===== src/rtl/ram16_streamer_pkg.sv =====
// Shared constants and types for the ram16 sequencing master.
// The memory geometry and the controller state encoding live here so bench and RTL agree.
package ram16_streamer_pkg;

    localparam int RAM16_AW    = 4;
    localparam int RAM16_DW    = 16;
    localparam int RAM16_DEPTH = 16;

    typedef enum logic [1:0] {
        ST_IDLE = 2'd0,
        ST_FILL = 2'd1,
        ST_DUMP = 2'd2
    } state_t;

    // A window can never be larger than the memory itself.
    function automatic logic [4:0] clamp_count(input logic [4:0] c);
        return (c > 5'(RAM16_DEPTH)) ? 5'(RAM16_DEPTH) : c;
    endfunction

endpackage


===== src/rtl/ram16_streamer.sv =====
// Sequencing master for a 16x16 ram16: fills an address window from a valid/ready
// stream, or dumps a window onto a registered valid/ready output stream.
module ram16_streamer
    import ram16_streamer_pkg::*;
(
    input  logic                clk,
    input  logic                reset,
    input  logic                start,
    input  logic                mode,
    input  logic [RAM16_AW-1:0] base,
    input  logic [4:0]          count,
    output logic                busy,
    output logic                done,
    input  logic [RAM16_DW-1:0] s_data,
    input  logic                s_valid,
    output logic                s_ready,
    output logic [RAM16_DW-1:0] m_data,
    output logic                m_valid,
    input  logic                m_ready,
    output logic [RAM16_AW-1:0] mem_address,
    output logic [RAM16_DW-1:0] mem_in,
    output logic                mem_load,
    input  logic [RAM16_DW-1:0] mem_out
);

    state_t                state_q;
    logic [RAM16_AW-1:0]   ptr_q;
    logic [4:0]            remaining_q;
    logic [RAM16_DW-1:0]   m_data_q;
    logic                  m_valid_q;
    logic                  done_q;

    logic dump_adv;
    logic dump_end;

    // The output slot may be refilled when empty or when its word leaves this edge.
    assign dump_adv = (state_q == ST_DUMP) && (!m_valid_q || m_ready) && (remaining_q != 5'd0);
    assign dump_end = (state_q == ST_DUMP) && m_valid_q && m_ready && (remaining_q == 5'd0);

    // NOTE: non-blocking assignments keep every register update on the same edge snapshot.
    always_ff @(posedge clk) begin
        if (reset) begin
            state_q     <= ST_IDLE;
            ptr_q       <= '0;
            remaining_q <= '0;
            m_data_q    <= '0;
            m_valid_q   <= 1'b0;
            done_q      <= 1'b0;
        end else begin
            done_q <= 1'b0;
            case (state_q)
                ST_IDLE: begin
                    if (start) begin
                        if (count == 5'd0) begin
                            done_q <= 1'b1;
                        end else begin
                            ptr_q       <= base;
                            remaining_q <= clamp_count(count);
                            state_q     <= mode ? ST_DUMP : ST_FILL;
                        end
                    end
                end
                ST_FILL: begin
                    if (s_valid) begin
                        ptr_q       <= ptr_q + 4'd1;
                        remaining_q <= remaining_q - 5'd1;
                        if (remaining_q == 5'd1) begin
                            state_q <= ST_IDLE;
                            done_q  <= 1'b1;
                        end
                    end
                end
                ST_DUMP: begin
                    if (dump_end) begin
                        m_valid_q <= 1'b0;
                        state_q   <= ST_IDLE;
                        done_q    <= 1'b1;
                    end else if (dump_adv) begin
                        m_data_q    <= mem_out;
                        m_valid_q   <= 1'b1;
                        ptr_q       <= ptr_q + 4'd1;
                        remaining_q <= remaining_q - 5'd1;
                    end
                end
                default: state_q <= ST_IDLE;
            endcase
        end
    end

    // Fill-side memory pins are combinational so the write lands on the handshake edge.
    // NOTE: every always_comb output gets a default first, so no path can infer a latch.
    always_comb begin
        s_ready     = 1'b0;
        mem_load    = 1'b0;
        mem_address = '0;
        mem_in      = '0;
        if (state_q == ST_FILL) begin
            s_ready     = 1'b1;
            mem_load    = s_valid;
            mem_address = ptr_q;
            mem_in      = s_data;
        end else if (state_q == ST_DUMP) begin
            mem_address = ptr_q;
        end
    end

    assign busy    = (state_q != ST_IDLE);
    assign done    = done_q;
    assign m_data  = m_data_q;
    assign m_valid = m_valid_q;

endmodule

===== config.mk =====
export PLATFORM = sky130hd
export DESIGN_NAME = ram16_streamer
export DESIGN_NICKNAME = d
export VERILOG_FILES = /design/src/rtl/ram16_streamer_pkg.sv /design/src/rtl/ram16_streamer.sv
export SDC_FILE = /design/constraint.sdc
export NUM_CORES = 1
export LEC_CHECK = 0
export ABC_CLOCK_PERIOD_IN_PS = 2900
export CAP_MARGIN = 10
export CORE_UTILIZATION = 43
export CTS_CLUSTER_DIAMETER = 150
export DETAILED_ROUTE_END_ITERATION = 8
export PLACE_DENSITY_LB_ADDON = 0.1
export SYNTH_ARGS = -nofsm -noshare
export SYNTH_HDL_FRONTEND = slang
export SYNTH_SLANG_ARGS = --single-unit

===== constraint.sdc =====
create_clock -name clk -period 2.9 [get_ports clk]
set_input_delay 0.58 -clock clk [delete_from_list [all_inputs] [get_ports clk]]
set_output_delay 0.58 -clock clk [all_outputs]
set_load 0.005 [all_outputs]

Word level (Yosys, flattened, before mapping):

Cells that the tools add are included.

* flip-flop bits (word level): 29
* bits in latches: 0
* RAM bits: 0
* ROM bits: 0
* bits of input ports: 47
* output and inout bits: 41
* memories: 0

* $add $sub $neg: 2
* $mul: 0
* div/mod/pow operators: 0
* order comparisons: 1
* equality and inequality tests: 10
* shift operators: 0
* mux-type cells: 33
* bitwise gates (word level): 1
* reductions and logical operators: 18

Operators by type and width (number)
* $mux 5: 6
* $mux 4: 7
* $mux 16: 1
* $pmux 5 s3: 1
* $ne 2x2->1 const B: 7
* $mux 2: 6
* $pmux 4 s3: 1
* $logic_not 5->1: 2
* $mux 1: 9
* $pmux 2 s3: 1
* $reduce_and 6->1: 1
* $eq 5x1->1 const B: 1
* $gt 5x5->1 const B: 1
* $logic_and 1x1->1: 5
* $reduce_and 5->1: 1
* $reduce_bool 5->1: 1
* $sub 5x1->5 const B: 1
* $add 4x1->4 const B: 1
* $reduce_bool 2->1: 2
* $pmux 1 s3: 1
* $reduce_and 3->1: 1
* $reduce_bool 3->1: 1
* $eq 2x1->1 const B: 1
* $eq 2x2->1 const B: 1
* 5 further kinds: 5

Longest topological paths before layout:

Gate-level depths: netlist of the first run.

* word-level depth: 7
* gate-level depth with buffers: 8

Least setup slack after synthesis of the first run:

OpenSTA, ideal clock, no wires.

* kind: reg-to-output
* start point: reg state_q[1]
* end point: out mem_in[15]
* arrival: 1.165 ns
* required time: 2.320 ns
* slack: 1.155 ns
* stages on the path, launching flop included: 6
* buffers on the path: 2
* path through: dfxtp_1 > inv_1 > ha_1 > clkbuf_1 > clkbuf_1 > and2_1

* longest elaborated chain between the ends: 2

Ends and longest elaborated chain
* from (decl): line ram16_streamer.sv:26 `state_t state_q;`
* from (signal assigned): line ram16_streamer.sv:59 `state_q <= mode ? ST_DUMP : ST_FILL;`
* $eq 2x1->1: line ram16_streamer.sv:97 `if (state_q == ST_FILL) begin`
* $mux 16: line ram16_streamer.sv:97
* to (decl): line ram16_streamer.sv:21 `output logic [RAM16_DW-1:0] mem_in,`

Every way passes these cells.

Final worst setup path of the first run:

* start point: reg state_q[1]
* end point: out mem_load

* longest elaborated chain between the ends: 2

Ends and longest elaborated chain
* $eq 2x1->1: line ram16_streamer.sv:97
* $mux 1: line ram16_streamer.sv:97
* to (decl): line ram16_streamer.sv:22 `output logic mem_load,`

Every way passes these cells.

==> run summary, run 1 <==
Leak = 1.100 nW
Nets = 324
Compound-cell area share of the yosys netlist = 20.04%
Async SR Flop Fraction = 0%
Hold WC Path Type = flip-flop to flip-flop
Post-route cell area = 0.002698 sq mm
Syn Inst Count = 183
Setup TNS = 0 ns
Post-synthesis simple-gate area fraction = 22.83%
Main synth FF type = dfxtp_1
Total gr overflow = 0
Htree depth = 2
Switching pwr = 0.6387 mW
Setup violators final = 0
Switching share of power = 34.81%
WL final = 4.551 mm
Crit-path cells = inv_1 > ha_1 > inv_1 > nor2_1 > clkdlybuf4s50_1
Seq/Total Area, Yosys = 34.07%
Post-Syn Area = 0.001704 sq mm
Worst slew pin tran = 0.8489 ns
# DRC = 0
Max Cap Viol = 0
Clock Skew = 0.005219 ns
Vias in the first global route = 1,523
Die height = 64.96 um
Die width = 64.96 um
Synth-to-layout area growth = 58.30%
Startpoint types = flip-flop
WP data arrival = 2.06 ns
Kind of critical path = flip-flop to output pin
Hold Vio Cnt, Final = 0
Clk network pwr share = 24.0%
Critical Path Max Stage Delay = 0.54 ns
Post-synthesis mux area share = 9.985%
Max Fclk = 378.8 MHz
Post-DP HPWL = 3.402 mm
First-pass GRT wire length = 6.844 mm
Core area = 0.003744 sq mm
Syn avg cell area = 9.312 sq um
Hold Slack = 0.4959 ns
EDFF count, synth = 0
Ys Warns = 0
Worst-skew pair later-pin latency = 0.28 ns
Pin count of the biggest net entering global routing = 22
Post-place instance area = 0.002577 sq mm
Yosys cell types = 40
Full die area = 0.004219 sq mm
Slowest cell on the critical path = clkdlybuf4s50_1
Slew headroom = 43.40%
Hold-fix buffers at CTS = 0
Internal Pwr Total = 1.196 mW
Num CTS Buffers = 5
Initial Util = 45.52%
Vias per cell = 5.336
Most frequent CP cell = inv_1
Max Root-Sink Buffers = 2
GRT Util Overall = 21.30%
Port-buffer cells = 87
CP required = 2.32 ns
Status = complete, no violations
Main combinational cell family by area after synthesis = simple AND/OR/NAND/NOR gates
Part of the power in registers = 30.1%
DR iter-0 viols = 84
Post-CTS Resized = 0
Drt pass-1 iters = 4
Fin crit share = 91.03%
Max Slew Vio Count = 0
Wire length per cell = 14.31 um
Synth Area in XOR/XNOR = 0.5140%
Initial antenna violation count = 0
TritonCTS clock tree = yes
GP Congestion = 0.8149
Crit Path Max Fanout = 20
Register bit count reported by yosys = 29
Net count after synthesis = 238
Adder-Cell Fraction of Synth Area = 5.874%
Most frequent cells in the layout = clkdlybuf4s50_1 (87), dfxtp_1 (29), nor2_1 (24), mux2i_1 (17), and2_1 (16)
Crit. End Element = output pin
CTS clk-pin slew, worst paths = 0.07 ns
DR vias = 1,697
Combinational power share = 46.0%
Share of layout cells above drive strength 1 = 7.407%
Root buffer cell = clkbuf_8
RSZ-0062 raised after global routing = false
Diode count = 0
Top Ports = 88
DRT antenna net count = 0
Row count = 22
Sinks on Clock Net = 29
Power per cell area = 680.2 mW/mm^2
Most common cell after layout, fill and taps aside = clkdlybuf4s50_1
Tmin final = 2.640 ns
Post-CTS Setup Bufs = 0
Peak supply drop = 0.0003902 V
==> registers in the layout, indices dropped and copies added (netlist names) <==
register     cells
m_valid          1
state_q          2
done             1
m_data          16
ptr_q            4
remaining_q      5
==> cell usage after synthesis (2+ instances only) <==
| master | number | share of area [%] |
|---|---|---|
| o41ai_1 | 2 | 1.0 |
| or3_1 | 2 | 0.73 |
| o311ai_0 | 2 | 1.0 |
| nor2_1 | 24 | 5.3 |
| a2bb2oi_1 | 2 | 1.0 |
| nand4_1 | 3 | 1.1 |
| nand2_1 | 6 | 1.3 |
| and2_1 | 16 | 5.9 |
| mux2i_1 | 17 | 10 |
| ha_1 | 8 | 5.9 |
| dfxtp_1 | 29 | 34 |
| nor3b_1 | 2 | 0.88 |
| o21ai_0 | 2 | 0.59 |
| nor3_1 | 2 | 0.59 |
| clkbuf_1 | 6 | 1.3 |
| a21oi_1 | 3 | 0.88 |
| nor2b_1 | 6 | 2.2 |
| a31oi_1 | 5 | 1.8 |
| a32o_1 | 4 | 2.3 |
| a211oi_2 | 3 | 2.2 |
| o2111ai_1 | 4 | 2.1 |
| nand3_1 | 4 | 1.2 |
| buf_6 | 2 | 1.3 |
| inv_1 | 13 | 2.9 |
==> final timing paths <==
check / start / endpoint / slack (ns) / depth (start not counted)
worst max-delay path: state_q[1] / mem_load / 0.26 / 5
worst min-delay path: m_data[7] / m_data[7] / 0.50 / 2
worst max register to register: remaining_q[0] / m_data[6] / 0.77 / 6
worst min register to register: m_data[7] / m_data[7] / 0.50 / 2
==> power by group through the flow <==
stage	Clock (mW)	Combinational, mW	Sequential (mW)
4_1_cts	0.447	0.842	0.551
3_3_place_gp	0	0.820	0.558
5_1_grt	0.472	0.913	0.563
2_1_floorplan	0	0.559	0.547
6_report	0.440	0.843	0.552
3_5_place_dp	0	0.838	0.558
==> layout make-up <==
type,count,area [sq um]
timing repair buffer,88,878.3
multi-input combinational,132,1010
clock inverter,2,37.54
sequential,29,580.6
inverter,13,48.80
fill,300,1046
clock buffer,6,82.58
tap,48,60.06
==> metal layers <==
| layer | vias up | routed length, um | track usage [%] | share of wire, % |
|---|---|---|---|---|
| li1 | 830 | - | - | - |
| met1 | 775 | 1815 | 22.32 | 40 |
| met2 | 85 | 2236 | 39.97 | 49 |
| met3 | 7 | 439 | 6.162 | 9.6 |
| met4 | 0 | 59 | 6.944 | 1.3 |
| met5 | - | 0 | 0 | 0 |
==> kinds of logic (layout without fill, tap and decap cells) <==
group           after synthesis  in the layout
buf+inv                      22            109
fa+ha+maj                     8              8
flops                        29             29
xor+xnor                      1              1
simple gates                 69             69
compound gates               37             37
mux                          17             17
==> critical path: cells and delay by family (launching register included) <==
kind / cells / cell delay (ns)
adder cells (fa/ha/maj): 1 / 0.50
buffers and inverters: 3 / 0.76
flip-flops: 1 / 0.34
AND/OR/NAND/NOR: 1 / 0.19
==> stage by stage <==
stage	util [%]	instances	setup WS, ns	power (mW)
final	72.06	318	0.2603	1.835
after global routing	72.06	318	0.08448	1.947
after CTS	72.06	318	0.2482	1.840
after detailed placement	68.85	310	0.3911	1.396
after global placement	68.85	310	0.4505	1.378
after floorplan	-	183	1.155	1.106
No activity file was read; power rests on OpenSTA's default activity.
==> run 2, diff against run 1 <==
--- a/config.mk
+++ b/config.mk
@@ -5,12 +5,14 @@
 export SDC_FILE = /design/constraint.sdc
 export NUM_CORES = 1
 export LEC_CHECK = 0
-export ABC_CLOCK_PERIOD_IN_PS = 2900
+export ABC_CLOCK_PERIOD_IN_PS = 3000
 export CAP_MARGIN = 10
-export CORE_UTILIZATION = 43
+export CORE_UTILIZATION = 40
+export CTS_BUF_LIST = sky130_fd_sc_hd__clkbuf_8 sky130_fd_sc_hd__clkbuf_16
 export CTS_CLUSTER_DIAMETER = 150
 export DETAILED_ROUTE_END_ITERATION = 8
 export PLACE_DENSITY_LB_ADDON = 0.1
+export REMOVE_ABC_BUFFERS = 1
 export SYNTH_ARGS = -nofsm -noshare
 export SYNTH_HDL_FRONTEND = slang
 export SYNTH_SLANG_ARGS = --single-unit
==> constraint.sdc (replaced) <==
create_clock -name clk -period 3 [get_ports clk]
set_input_delay 0.6 -clock clk [delete_from_list [all_inputs] [get_ports clk]]
set_output_delay 0.6 -clock clk [all_outputs]
set_load 0.005 [all_outputs]
==> run summary, run 2 (synthesized netlist as in run 1, its figures left out) <==
Status = complete, no violations (unchanged)
R2r worst-path depth = 6 (unchanged)
WL met2 = 2.139 mm (was 2.236 mm)
CTS clk-pin slew, worst paths = 0.06 ns (was 0.07 ns)
Post-DP HPWL = 3.441 mm (was 3.402 mm)
Number of flip-flops in the largest register = 16 (unchanged)
Post-CTS Resized = 0 (unchanged)
Core area = 0.004058 sq mm (was 0.003744 sq mm)
Peak supply drop = 0.0004437 V (was 0.0003902 V)
Fill count = 344 (was 300)
Kind of critical path = flip-flop to output pin (unchanged)
Vias per cell = 5.221 (was 5.336)
Vias in the first global route = 1,547 (was 1,523)
CP required = 2.40 ns (was 2.32 ns)
Fin crit share = 90.54%
Wire length per cell = 14.27 um (was 14.31 um)
Slew headroom = 40.83% (was 43.40%)
Crit Path Max Fanout = 20 (unchanged)
# DRC = 0 (unchanged)
Die height = 67.27 um (was 64.96 um)
WL final = 4.582 mm (was 4.551 mm)
Initial Util = 42.00% (was 45.52%)
Hold Path Stages = 2 (unchanged)
Full die area = 0.004525 sq mm (was 0.004219 sq mm)
First-pass GRT wire length = 7.196 mm (was 6.844 mm)
Max Slew Vio Count = 0 (unchanged)
Nets = 325 (was 324)
GRT Util Overall = 21.27% (was 21.30%)
TritonCTS clock tree = yes (unchanged)
Post-CTS Setup Bufs = 0 (unchanged)
Share of layout cells above drive strength 1 = 7.380% (was 7.407%)
DR vias = 1,676 (was 1,697)
Crit. End Element = output pin (unchanged)
Drt pass-1 iters = 4 (unchanged)
Met1 Routed Length = 2.090 mm (was 1.815 mm)
Placed Cells = 313 (was 310)
Total gr overflow = 0 (unchanged)
Clock Skew = 0.003251 ns (was 0.005219 ns)
Row count = 23 (was 22)
Num CTS Buffers = 5 (unchanged)
Root buffer cell = clkbuf_8 (unchanged)
Pin count of the biggest net entering global routing = 21 (was 22)
Initial antenna violation count = 0 (unchanged)
Setup violators final = 0 (unchanged)
Sinks on Clock Net = 29 (unchanged)
Startpoint types = flip-flop (unchanged)
Die width = 67.27 um (was 64.96 um)
Hold WC Path Type = flip-flop to flip-flop (unchanged)
Top Ports = 88 (unchanged)
Setup TNS = 0 ns (unchanged)
Final Non-Filler Cells = 321 (was 318)
Highest routed layer = met4 (unchanged)
Diode count = 0 (unchanged)
Hold-fix buffers at CTS = 0 (unchanged)
GP Congestion = 0.8379 (was 0.8149)
Max Cap Viol = 0 (unchanged)
Htree depth = 2 (unchanged)
Hold Slack = 0.4967 ns (was 0.4959 ns)
Worst-skew pair later-pin latency = 0.28 ns (about the same)
Leak = 1.110 nW (was 1.100 nW)
Synth-to-layout area growth = 58.66% (was 58.30%)
WP data arrival = 2.12 ns (was 2.06 ns)
Max Fclk = 368.2 MHz
Port-buffer cells = 87 (unchanged)
DR iter-0 viols = 85 (was 84)
WL met3 = 270 um (was 439 um)
Most frequent cells in the layout = clkdlybuf4s50_1 (87), dfxtp_1 (29), nor2_1 (24), mux2i_1 (17), and2_1 (16) (unchanged)
Tmin final = 2.716 ns
Power per cell area = 653.7 mW/mm^2 (was 680.2 mW/mm^2)
Max Root-Sink Buffers = 2 (unchanged)
DRT antenna net count = 0 (unchanged)
Most common cell after layout, fill and taps aside = clkdlybuf4s50_1 (unchanged)
RSZ-0062 raised after global routing = false (unchanged)
Worst slew pin tran = 0.8876 ns (was 0.8489 ns)
Hold Vio Cnt, Final = 0 (unchanged)
-- run 2: worst paths after layout --
| kind | from | end | slack, ns |
|---|---|---|---|
| worst max register to register | remaining_q[0] | m_data[9] | 0.83 |
| worst max-delay path | state_q[1] | mem_address[1] | 0.28 |
| worst min register to register | m_data[0] | m_data[0] | 0.50 |
| worst min-delay path | m_data[0] | m_data[0] | 0.50 |
-- run 2: metrics by stage --
stage	total power [mW]	cell area (sq um)	setup WS (ns)	utilization, %
finish	1.768	2704	0.2838	66.64
global route	1.885	2704	0.09594	66.64
CTS	1.777	2704	0.2496	66.64
detailed placement	1.353	2587	0.4754	63.77
global placement	1.340	2587	0.5110	63.77
floorplan	1.029	1639	1.125	-
-- run 2: report_power, final --
| part | internal [mW] | switching [mW] | leakage (nW) | total (mW) |
|---|---|---|---|---|
| registers | 0.461 | 0.0725 | 0.236 | 0.534 |
| clock network | 0.267 | 0.156 | 0.0626 | 0.423 |
| logic | 0.427 | 0.384 | 0.811 | 0.811 |
| total | 1.15 | 0.613 | 1.11 | 1.77 |
-- run 2: area by class of cell --
| cell class | count | area, sq um | area share (%) |
|---|---|---|---|
| repair buffers | 89 | 885.9 | 32.76 |
| well taps | 50 | 62.56 | 2.314 |
| multi-input cells | 132 | 1010 | 37.34 |
| flip-flops and latches | 29 | 580.6 | 21.47 |
| inverters | 13 | 48.80 | 1.805 |
| clock buffers | 6 | 82.58 | 3.054 |
| clock inverters | 2 | 33.78 | 1.249 |
-- run 2: layer usage --
layer | vias up | GRT usage [%]
li1 | 831 | -
met1 | 774 | 27.30
met2 | 61 | 33.75
met3 | 10 | 4.054
met4 | 0 | 10.64
met5 | - | 0
-- run 2: worst max-delay path, cell delays in order (launching register included) --
cell and delay, ns:
dfxtp_1 0.34, inv_1 0.09, ha_1 0.52, nor2_1 0.22, nor2b_1 0.15, clkdlybuf4s50_1 0.51
==> run 3, diff against run 2 <==
--- a/config.mk
+++ b/config.mk
@@ -7,6 +7,7 @@
 export LEC_CHECK = 0
 export ABC_CLOCK_PERIOD_IN_PS = 3000
 export CAP_MARGIN = 10
+export CORE_MARGIN = 3
 export CORE_UTILIZATION = 40
 export CTS_BUF_LIST = sky130_fd_sc_hd__clkbuf_8 sky130_fd_sc_hd__clkbuf_16
 export CTS_CLUSTER_DIAMETER = 150
==> run summary, run 3 (synthesized netlist as in run 1, its figures left out) <==
Status = complete, no violations (unchanged)
DRT antenna net count = 0 (unchanged)
Crit. End Element = output pin (unchanged)
Nets = 325 (unchanged)
Post-DP HPWL = 3.543 mm (was 3.441 mm)
Die height = 71.27 um (was 67.27 um)
Die width = 71.27 um (was 67.27 um)
Max Fclk = 374.0 MHz (was 368.2 MHz)
CP required = 2.40 ns (about the same)
Share of layout cells above drive strength 1 = 7.749% (was 7.380%)
Switching share of power = 35.37% (was 34.66%)
GRT Util Overall = 18.00% (was 21.27%)
Setup TNS = 0 ns (unchanged)
Pin count of the biggest net entering global routing = 21 (unchanged)
Initial Util = 42.00% (unchanged)
Worst slew pin tran = 0.8890 ns (was 0.8876 ns)
Most frequent cells in the layout = clkdlybuf4s50_1 (87), dfxtp_1 (29), nor2_1 (24), mux2i_1 (17), and2_1 (16) (unchanged)
Peak supply drop = 0.0003336 V (was 0.0004437 V)
Hold Slack = 0.4945 ns (was 0.4967 ns)
Internal Pwr Total = 1.095 mW (was 1.155 mW)
Part of the power in registers = 31.5% (was 30.2%)
Number of flip-flops in the largest register = 16 (unchanged)
Hold Path Stages = 2 (unchanged)
Worst-skew pair later-pin latency = 0.27 ns (was 0.28 ns)
TritonCTS clock tree = yes (unchanged)
Wire length per cell = 14.36 um (was 14.27 um)
WP data arrival = 2.07 ns (was 2.12 ns)
Htree depth = 2 (unchanged)
Top Ports = 88 (unchanged)
Core area = 0.004058 sq mm (unchanged)
Hold-fix buffers at CTS = 0 (unchanged)
Sinks on Clock Net = 29 (unchanged)
Kind of critical path = flip-flop to output pin (unchanged)
Vias in the first global route = 1,532 (was 1,547)
Slew headroom = 40.73% (was 40.83%)
Max Cap Viol = 0 (unchanged)
GP Congestion = 0.8340 (was 0.8379)
Finished Core Util = 66.27% (was 66.64%)
Startpoint types = flip-flop (unchanged)
Max Slew Vio Count = 0 (unchanged)
Combinational power share = 47.8% (was 45.9%)
WL final = 4.608 mm (was 4.582 mm)
Diode count = 0 (unchanged)
Port-buffer cells = 87 (unchanged)
Clk network pwr share = 20.7% (was 23.9%)
Hold Vio Cnt, Final = 0 (unchanged)
Num CTS Buffers = 5 (unchanged)
Post-route cell area = 0.002689 sq mm (was 0.002704 sq mm)
Post-CTS Resized = 0 (unchanged)
Full die area = 0.005079 sq mm (was 0.004525 sq mm)
Clock Skew = 0.003979 ns (was 0.003251 ns)
DR iter-0 viols = 73 (was 85)
CTS clk-pin slew, worst paths = 0.06 ns (about the same)
Root buffer cell = clkbuf_8 (unchanged)
Row count = 23 (unchanged)
Crit Path Max Fanout = 20 (unchanged)
Synth-to-layout area growth = 57.78% (was 58.66%)
First-pass GRT wire length = 7.396 mm (was 7.196 mm)
DR vias = 1,668 (was 1,676)
Tmin final = 2.674 ns (was 2.716 ns)
Leak = 1.101 nW (was 1.110 nW)
Vias per cell = 5.196 (was 5.221)
Hold WC Path Type = flip-flop to flip-flop (unchanged)
Setup violators final = 0 (unchanged)
Drt pass-1 iters = 4 (unchanged)
RSZ-0062 raised after global routing = false (unchanged)
Post-place instance area = 0.002587 sq mm (unchanged)
# DRC = 0 (unchanged)
Initial antenna violation count = 0 (unchanged)
Switching pwr = 0.5993 mW (was 0.6126 mW)
Most common cell after layout, fill and taps aside = clkdlybuf4s50_1 (unchanged)
Post-CTS Setup Bufs = 0 (unchanged)
Max Root-Sink Buffers = 2 (unchanged)
R2r worst-path depth = 6 (unchanged)
Fin crit share = 89.14% (was 90.54%)
Power per cell area = 630.1 mW/mm^2 (was 653.7 mW/mm^2)
Total gr overflow = 0 (unchanged)
-- run 3: changes by cell type in the layout (fill, tap and decap cells not counted), sizes merged --
cell | previous run | this run
bufinv | 1 | 0
clkinv | 0 | 1
inv | 14 | 13
clkbuf | 6 | 7
-- run 3: per-layer routing --
metal | global-route usage [%] | vias up | wire (um) | part of all wire, %
met2 | 28.98 | 52 | 2200 | 48
met1 | 24.78 | 781 | 2153 | 47
met3 | 4.488 | 2 | 240 | 5.2
li1 | - | 833 | - | -
met4 | 3.132 | 0 | 13 | 0.28
met5 | 0 | - | 0 | 0
-- run 3: path summary, 6_finish.rpt --
path / startpoint / end / slack (ns)
setup / recovery: state_q[1] / mem_address[1] / 0.33
hold / removal: m_data[0] / m_data[0] / 0.49
setup reg to reg: remaining_q[0] / m_data[8] / 0.82
hold reg to reg: m_data[0] / m_data[0] / 0.49
-- run 3: final cells by class --
class,instances,area (sq um)
Fill cell,368,1369
Multi-Input combinational cell,132,1010
Timing Repair Buffer,89,885.9
Sequential cell,29,580.6
Clock buffer,7,96.34
Tap cell,50,62.56
Inverter,13,48.80
Clock inverter,1,5.005
-- run 3: critical path, stage by stage, from the launching register on --
cell and delay [ns]:
dfxtp_1 0.34, inv_1 0.08, ha_1 0.48, nor2_1 0.22, nor2b_1 0.16, clkdlybuf4s50_1 0.51
-- run 3: metrics by stage --
stage          instances  setup slack (ns)  total power, mW
4_1_cts              321            0.2835            1.710
2_1_floorplan        174             1.125            1.029
3_5_place_dp         313            0.4848            1.349
6_report             321            0.3259            1.694
3_3_place_gp         313            0.5046            1.340
5_1_grt              321           0.09861            1.814
-- run 3: power groups by stage --
stage          logic, mW  clock network, mW  registers [mW]
3_5_place_dp       0.810                  0           0.539
3_3_place_gp       0.799                  0           0.540
4_1_cts            0.813              0.366           0.531
6_report           0.809              0.351           0.534
5_1_grt            0.888              0.382           0.545
2_1_floorplan      0.500                  0           0.529
